## src/rtl/jailbreak_audio_decim.sv

```systemverilog
// -----------------------------------------------------------------------------
// jailbreak_audio_decim
//
// Final audio stage of the Jailbreak board model. Every clk_49m cycle the raw
// SN76489 level and the VLM5030 level are centred, scaled and summed. The sum
// is boxcar-averaged over DIV cycles, saturated to 16 bits, scaled by a
// pause mute/unmute volume ramp and handed to the audio output path through a
// valid/ready handshake.
//
// Parameters:
//   DIV          decimation length in clk_49m cycles (power of two, 2..4096)
//   PSG_SHIFT    left shift applied to the centred PSG level
//   SPEECH_SHIFT left shift applied to the speech level
//
// Ports:
//   clk_49m      system clock, 49.152 MHz
//   reset        synchronous, active-high reset
//   psg_in       unsigned PSG level, 128 = silence
//   speech_in    signed speech level
//   pause        1 = ramp the output down to silence, 0 = ramp back up
//   sample_out   signed averaged sample
//   sample_valid sample_out holds an unconsumed sample
//   sample_ready consumer accepts sample_out when sample_valid && sample_ready
//   overrun      sticky: an unconsumed sample was overwritten
// -----------------------------------------------------------------------------
module jailbreak_audio_decim #(
   parameter int unsigned DIV          = 1024,
   parameter int unsigned PSG_SHIFT    = 5,
   parameter int unsigned SPEECH_SHIFT = 4
) (
   input  logic        clk_49m,
   input  logic        reset,
   input  logic [7:0]  psg_in,
   input  logic [9:0]  speech_in,
   input  logic        pause,
   output logic [15:0] sample_out,
   output logic        sample_valid,
   input  logic        sample_ready,
   output logic        overrun
);

   localparam int unsigned DIV_LOG2 = $clog2(DIV);
   localparam int unsigned ACC_W    = 18 + DIV_LOG2;

   localparam logic [DIV_LOG2-1:0] CNT_MAX  = DIV_LOG2'(DIV - 1);
   localparam logic [4:0]          VOL_FULL = 5'd16;

   // ---------------------------------------------------------------------------
   // Per-cycle mix
   // ---------------------------------------------------------------------------
   logic signed [8:0]       psg_c;
   logic signed [17:0]      psg_ext;
   logic signed [17:0]      speech_ext;
   logic signed [17:0]      mix;
   logic signed [ACC_W-1:0] mix_ext;

   always_comb begin
      psg_c      = $signed({1'b0, psg_in}) - 9'sd128;
      psg_ext    = $signed({{9{psg_c[8]}}, psg_c});
      speech_ext = $signed({{8{speech_in[9]}}, speech_in});
      // Worst case with the widest supported shifts still fits 18 bits, so no
      // clipping is needed before accumulation.
      mix        = (psg_ext <<< PSG_SHIFT) + (speech_ext <<< SPEECH_SHIFT);
      mix_ext    = $signed({{DIV_LOG2{mix[17]}}, mix});
   end

   // ---------------------------------------------------------------------------
   // Window counter and accumulator
   // ---------------------------------------------------------------------------
   logic [DIV_LOG2-1:0]     cnt_q, cnt_d;
   logic signed [ACC_W-1:0] acc_q, acc_d;
   logic signed [ACC_W-1:0] acc_sum;
   logic signed [ACC_W-1:0] avg;
   logic signed [15:0]      avg_sat;
   logic                    boundary;
   logic                    avg_fits;

   always_comb begin
      boundary = (cnt_q == CNT_MAX);
      cnt_d    = cnt_q + DIV_LOG2'(1);
      // The boundary cycle's own mix is part of the window it closes.
      acc_sum  = acc_q + mix_ext;
      acc_d    = boundary ? '0 : acc_sum;
      // Arithmetic shift truncates toward -inf.
      avg      = acc_sum >>> DIV_LOG2;
   end

   // avg fits in 16 bits exactly when every bit from 15 upward matches.
   always_comb begin
      avg_fits = (&avg[ACC_W-1:15]) || !(|avg[ACC_W-1:15]);
      if (avg_fits) begin
         avg_sat = avg[15:0];
      end else if (avg[ACC_W-1]) begin
         avg_sat = 16'sh8000;
      end else begin
         avg_sat = 16'sh7fff;
      end
   end

   always_ff @(posedge clk_49m) begin
      if (reset) begin
         cnt_q <= '0;
         acc_q <= '0;
      end else begin
         cnt_q <= cnt_d;
         acc_q <= acc_d;
      end
   end

   // ---------------------------------------------------------------------------
   // Volume ramp (0..16), stepped once per boundary
   // ---------------------------------------------------------------------------
   logic [4:0] vol_q, vol_d;

   always_comb begin
      vol_d = vol_q;
      if (boundary) begin
         if (pause && (vol_q != 5'd0)) begin
            vol_d = vol_q - 5'd1;
         end else if (!pause && (vol_q != VOL_FULL)) begin
            vol_d = vol_q + 5'd1;
         end
      end
   end

   always_ff @(posedge clk_49m) begin
      if (reset) begin
         vol_q <= VOL_FULL;
      end else begin
         vol_q <= vol_d;
      end
   end

   // ---------------------------------------------------------------------------
   // Stage 1: saturated average plus the volume in force when it was captured
   // ---------------------------------------------------------------------------
   logic signed [15:0] s1_q;
   logic [4:0]         vol_used_q;
   logic               s2_go_q;

   always_ff @(posedge clk_49m) begin
      if (reset) begin
         s1_q       <= '0;
         vol_used_q <= VOL_FULL;
         s2_go_q    <= 1'b0;
      end else begin
         s2_go_q <= boundary;
         if (boundary) begin
            s1_q       <= avg_sat;
            // Stage 2 runs a cycle later, after vol has stepped; keep the
            // pre-step value so the ramp starts from the current level.
            vol_used_q <= vol_q;
         end
      end
   end

   // ---------------------------------------------------------------------------
   // Stage 2: volume scaling
   // ---------------------------------------------------------------------------
   logic signed [21:0] s1_ext;
   logic signed [21:0] vol_ext;
   logic signed [21:0] prod;
   logic signed [15:0] scaled;

   always_comb begin
      s1_ext  = $signed({{6{s1_q[15]}}, s1_q});
      vol_ext = $signed({17'd0, vol_used_q});
      prod    = s1_ext * vol_ext;
      // |s1*vol| <= 2^19, so after the shift the result always fits 16 bits.
      scaled  = 16'(prod >>> 4);
   end

   // ---------------------------------------------------------------------------
   // Output register and handshake
   // ---------------------------------------------------------------------------
   logic [15:0] sample_out_d;
   logic        sample_valid_d;
   logic        overrun_d;

   always_comb begin
      sample_out_d   = sample_out;
      sample_valid_d = sample_valid;
      overrun_d      = overrun;
      if (s2_go_q) begin
         // A fresh sample always wins; it is only lost data if the old one
         // was still pending and not being taken this cycle.
         sample_out_d   = scaled;
         sample_valid_d = 1'b1;
         if (sample_valid && !sample_ready) begin
            overrun_d = 1'b1;
         end
      end else if (sample_valid && sample_ready) begin
         sample_valid_d = 1'b0;
      end
   end

   always_ff @(posedge clk_49m) begin
      if (reset) begin
         sample_out   <= '0;
         sample_valid <= 1'b0;
         overrun      <= 1'b0;
      end else begin
         sample_out   <= sample_out_d;
         sample_valid <= sample_valid_d;
         overrun      <= overrun_d;
      end
   end

endmodule

```

## config.mk

```make
export PLATFORM = sky130hd
export DESIGN_NAME = jailbreak_audio_decim
export DESIGN_NICKNAME = d
export VERILOG_FILES = /design/src/rtl/jailbreak_audio_decim.sv
export SDC_FILE = /design/constraint.sdc
export NUM_CORES = 1
export LEC_CHECK = 0
export ABC_AREA = 1
export ABC_CLOCK_PERIOD_IN_PS = 5400
export BUFFER_PORTS_ARGS = -buffer_cell sky130_fd_sc_hd__buf_2
export CAP_MARGIN = 20
export CORE_UTILIZATION = 63
export DETAILED_ROUTE_END_ITERATION = 6
export PLACE_DENSITY_LB_ADDON = 0.05
export RECOVER_POWER = 50
export SYNTH_ARGS = -nofsm -noshare
export SYNTH_HDL_FRONTEND = slang
export SYNTH_SLANG_ARGS = --single-unit
```

## constraint.sdc

```tcl
create_clock -name clk_49m -period 5.4 [get_ports clk_49m]
set_input_delay 0.54 -clock clk_49m [delete_from_list [all_inputs] [get_ports clk_49m]]
set_output_delay 0.54 -clock clk_49m [all_outputs]
set_load 0.03 [all_outputs]
```

# == After elaboration in Yosys (flattened, before gate mapping) ==
# Index checks and enable logic that the tools add are counted.
# op_classes
n_eq_ne,2
n_mul,1
mux,6
n_addsub,6
reduce_logical,16
# op_table
operator,n
$mux 16,2
$add 28x15->28,1
$mul 16x6->20,1
$add 14x14->15,1
$add 10x1->10 const B,1
$eq 10x10->1 const B,1
$mux 5,2
$sub 8x8->9 const B,1
$add 5x1->5 const B,1
$ne 5x5->1 const B,1
$reduce_bool 5->1,1
$sub 5x1->5 const B,1
$logic_and 1x1->1,4
$reduce_and 2->1,2
$reduce_bool 2->1,2
$logic_not 1->1,3
$reduce_and 3->1,1
$reduce_or 3->1,1
$mux 1,2
$reduce_or 2->1,1
$logic_or 1x1->1,1
# totals
register_bits,83
elab_cells,40
output_inout_bits,18
input_bits,22

# == Longest topological paths before layout ==
# logic_depth
word_depth,7
mapped_depth,22
ltp_nobuf,20

# == Worst setup path before layout ==
# OpenSTA, ideal clock, no wires.
# synth_timing
path_type,reg2reg
startpoint,reg vol_used_q[2]
endpoint,reg sample_out[12]
arrival_time_ns,3.673
required_ns,5.284
period_less_slack_ns,3.789
path_stages_with_launch,21
path_buffers,2
setup_ns,0.116
path_slack_ns,1.611
path_cell_list,dfxtp_1 > clkbuf_1 > clkbuf_1 > nand2_1 > fa_1 > inv_1 > fa_1 > inv_1 > fa_1 > inv_1 > ha_1 > inv_1 > o21bai_1 > a21boi_0 > nor3_1 > nor2_1 > nand2_1 > nand2_1 > nand3_1 > o211ai_1 > inv_1
# synth_between
elab_chain_len,1
# synth_lines
element,line,source
"start, declared",138,logic [4:0] vol_used_q;
"start signal, assigned",152,vol_used_q <= vol_q;
$mul 16x6->20,168,prod = s1_ext * vol_ext;
"end signal, assigned",203,sample_out <= sample_out_d;
"end, declared",36,"output logic [15:0] sample_out,"
# No other way between the ends.
# A chain may end at the register's enable or synchronous reset.

# == Worst setup path in the final report ==
# layout_timing
startpoint,reg vol_used_q[1]
endpoint,reg sample_out[15]
# Same word-level chain as after synthesis.

==> qor.yml <==
clock_tree:
  cts_tree: "done"
  post_cts_buffers: 0
  ctsHtreeMaxLevel: 3
  clkLatencyLatePin_ps: 340
  clock_path_buffers: 2
  cts.repair.resized: 0
  clock_sinks: 79
  holdBufCountCts: 0
  root_buffer: "clkbuf_16"
  cts_made_buffers: 9
  clk_pin_slew_ps: 60
min_path:
  hold_path_class: "reg -> reg"
  holdPathStages: 1
  hp-start: "cnt_q[0]$_SDFF_PP0_"
  holdPathEnd: "cnt_q[0]$_SDFF_PP0_"
sta:
  setup_violations: 0
  finalCritPeriodShare_pct: 77.5
  layout_min_cycle_time_ps: 4190
  skew_ps: 6.29
  final-hold-violation-count: 0
  maxSlewViolCount: 0
  grt_setup_unrepaired: "no"
  tns_ps: 0
  slew_headroom_pct: 15.6
  worst_pin_slew_ps: 1260
  fmax_ghz: 0.239
  setup_ws_ps: 1210
global_routing:
  grt_max_degree: 27
  antenna_found_initial: 0
  grt_pass1_vias: 5981
  grt_remaining_overflow: 0
  grt_util_all_layers_pct: 26.6
  grt_pass1_wl_um: 27200
synth:
  synth_seq_area_share_pct: 20.2
  synth_top_area_share_pct: 20.2
  avgSynthCellArea_sq_um: 6.80
  synth_area_leader_cell: "dfxtp_1"
  syn_inst: 1150
  netlist_area_sq_mm: 0.00781
  synth_warnings: 0
  ys_seq_elements: 79
  synth.distinct_cells: 44
  async_flop_share_pct: 0
  synth_ff_type: "dfxtp_1"
  synth.net_count: 1303
  synth.area.top_cells: "dfxtp_1 20%, fa_1 18%, nand2_1 15%"
  synth_common_cells: "310 x nand2_1, 304 x inv_1, 85 x nor2_1"
  synth_enable_flop_cells: 0
  yosysMostFrequentCell: "nand2_1"
pwr:
  swShare_pct: 45.2
  p_sw_mw: 1.40
  p_int_mw: 1.70
  peakVddDrop_uv: 312
  clock_power_share_pct: 22.6
  p_comb_share_pct: 55.4
  powerDensity_mw_per_mm2: 370
  leakage_nw: 5.01
  seq_power_share_pct: 22.0
floorplan:
  io_pins: 40
  die_w_um: 113
  die_y_um: 113
  num_rows: 40
  dieArea_sq_mm: 0.0129
  core_area_sq_mm: 0.0121
  initial_utilization_pct: 64.8
run_status:
  status: "finished, final reports clean"
critical_path:
  crit_type: "reg -> reg"
  cp-startpoint: "vol_used_q[1]$_SDFFE_PP0P_"
  crit_chain: "nand2_1, inv_1, fa_1, fa_1, inv_1, fa_1, inv_1, ha_1, a21oi_1, a21oi_1, nor2_1, o21ai_1, a21oi_1, inv_1, nand2_1, nand3_1, nand2_1, inv_1"
  reg2reg_setup_slack_ps: 1210
  crit_path_frequent_cell: "inv_1"
  reg2reg_from: "vol_used_q[1]$_SDFFE_PP0P_"
  cp_slowest_stage_delay_ps: 690
  cp_slowest_cell: "dfxtp_1"
  start_kind: "register"
  endpoint_kind: "register"
  critPathMaxFanout: 16
  required_ps: 5650
  worstPathArrival_ps: 4430
  ff2ff_path_depth: 18
  rr_endpoint: "sample_out[15]$_SDFFE_PP0P_"
drt:
  vias_per_cell: 4.88
  ant_nets: 0
  drc_errors: 0
  num_vias: 6577
  first_iter_violations: 410
  dr.pass1.iters: 5
  wl_per_cell_um: 11.7
  routed_wl_um: 15800
finish:
  layout-drive-gt1-share_pct: 5.08
  final_area_sq_mm: 0.00838
  area_growth_pct: 7.24
  diodes: 0
  nNetsFinal: 1329
placement:
  pre_cts_ws_ps: 1300
  hpwl_um: 12500
  numPortBuffers: 39
  gp_congestion: 0.962
  dpl_cell_area_sq_mm: 0.00810
flow_run:
  drv_cap: 0
==> critical path, delay by kind of cell (launching register included) <==
kind | cells | cell delay [ps]
fa+ha+maj | 4 | 1800
buf+inv | 5 | 310
flops | 1 | 690
compound gates | 4 | 720
simple gates | 5 | 560
==> sequential cells by signal, summed over array words and instances, names as in the netlist <==
signal and cells:
acc_q 24, cnt_q 10, overrun 1, s1_q 16
s2_go_q 1, sample_out 16, sample_valid 1, vol_q 5
vol_used_q 5
==> cell usage in the layout (no fill, tap or decap), types with 9 or more instances in the layout <==
cell	n
buf_2	20
o21ai_0	35
xor2_1	20
nand2_1	311
inv_1	306
ha_1	61
clkbuf_1	20
fa_1	70
nor2_1	89
clkbuf_16	9
a21oi_1	49
nand3_1	32
dfxtp_1	79
==> worst max path at each step <==
stage	to	slack [ps]	cells past startpoint
after global placement	sample_out[11]$_SDFFE_PP0P_	1320	16
final	sample_out[15]$_SDFFE_PP0P_	1210	18
after CTS	sample_out[15]$_SDFFE_PP0P_	1270	18
after detailed placement	sample_out[15]$_SDFFE_PP0P_	1300	18
after global routing	sample_out[11]$_SDFFE_PP0P_	890	17
after floorplan	sample_out[12]$_SDFFE_PP0P_	1610	20
==> kinds of logic after synthesis <==
family / synth area share, %
xor gates and xnor gates: 3.14
adders and majority gates: 27.7
buffers and inverters: 16.5
DFF: 20.2
AOI/OAI and AO/OA: 7.83
and+or+nand+nor: 24.6
==> layer usage <==
| layer | part of all wire (%) | wire (um) | vias up | global-route usage (%) |
|---|---|---|---|---|
| li1 | - | - | 3440 | - |
| met3 | 3.8 | 605 | 18 | 4.09 |
| met4 | 1.2 | 182 | 0 | 7.11 |
| met2 | 44 | 6940 | 128 | 42.1 |
| met5 | 0 | 0 | - | 0 |
| met1 | 51 | 8080 | 2991 | 38.0 |
==> stage by stage <==
stage                     util, %  hold WS (ps)  power [mW]  instances
after floorplan                 -           418        2.09       1150
after global placement       67.2           433        2.36       1333
after detailed placement     67.2           447        2.38       1333
after CTS                    69.9           456        3.11       1348
after global routing         69.5           473        3.40       1348
final                        69.5           451        3.10       1348
==> layout make-up <==
cell class,instances,area (sq um)
Fill cell,1096,3680
Clock buffer,10,229
Sequential cell,79,1580
Multi-Input combinational cell,735,4910
Tap cell,168,210
Timing Repair Buffer,39,171
Inverter,312,1170
Clock inverter,5,106
==> power groups by stage <==
stage               logic [mW]  registers (mW)  clock network, mW
floorplan                 1.40           0.688                  0
global placement          1.67           0.690                  0
detailed placement        1.69           0.693                  0
CTS                       1.71           0.680              0.712
global route              1.97           0.686              0.737
finish                    1.72           0.680              0.700
Power figures use the tool's default switching activity.
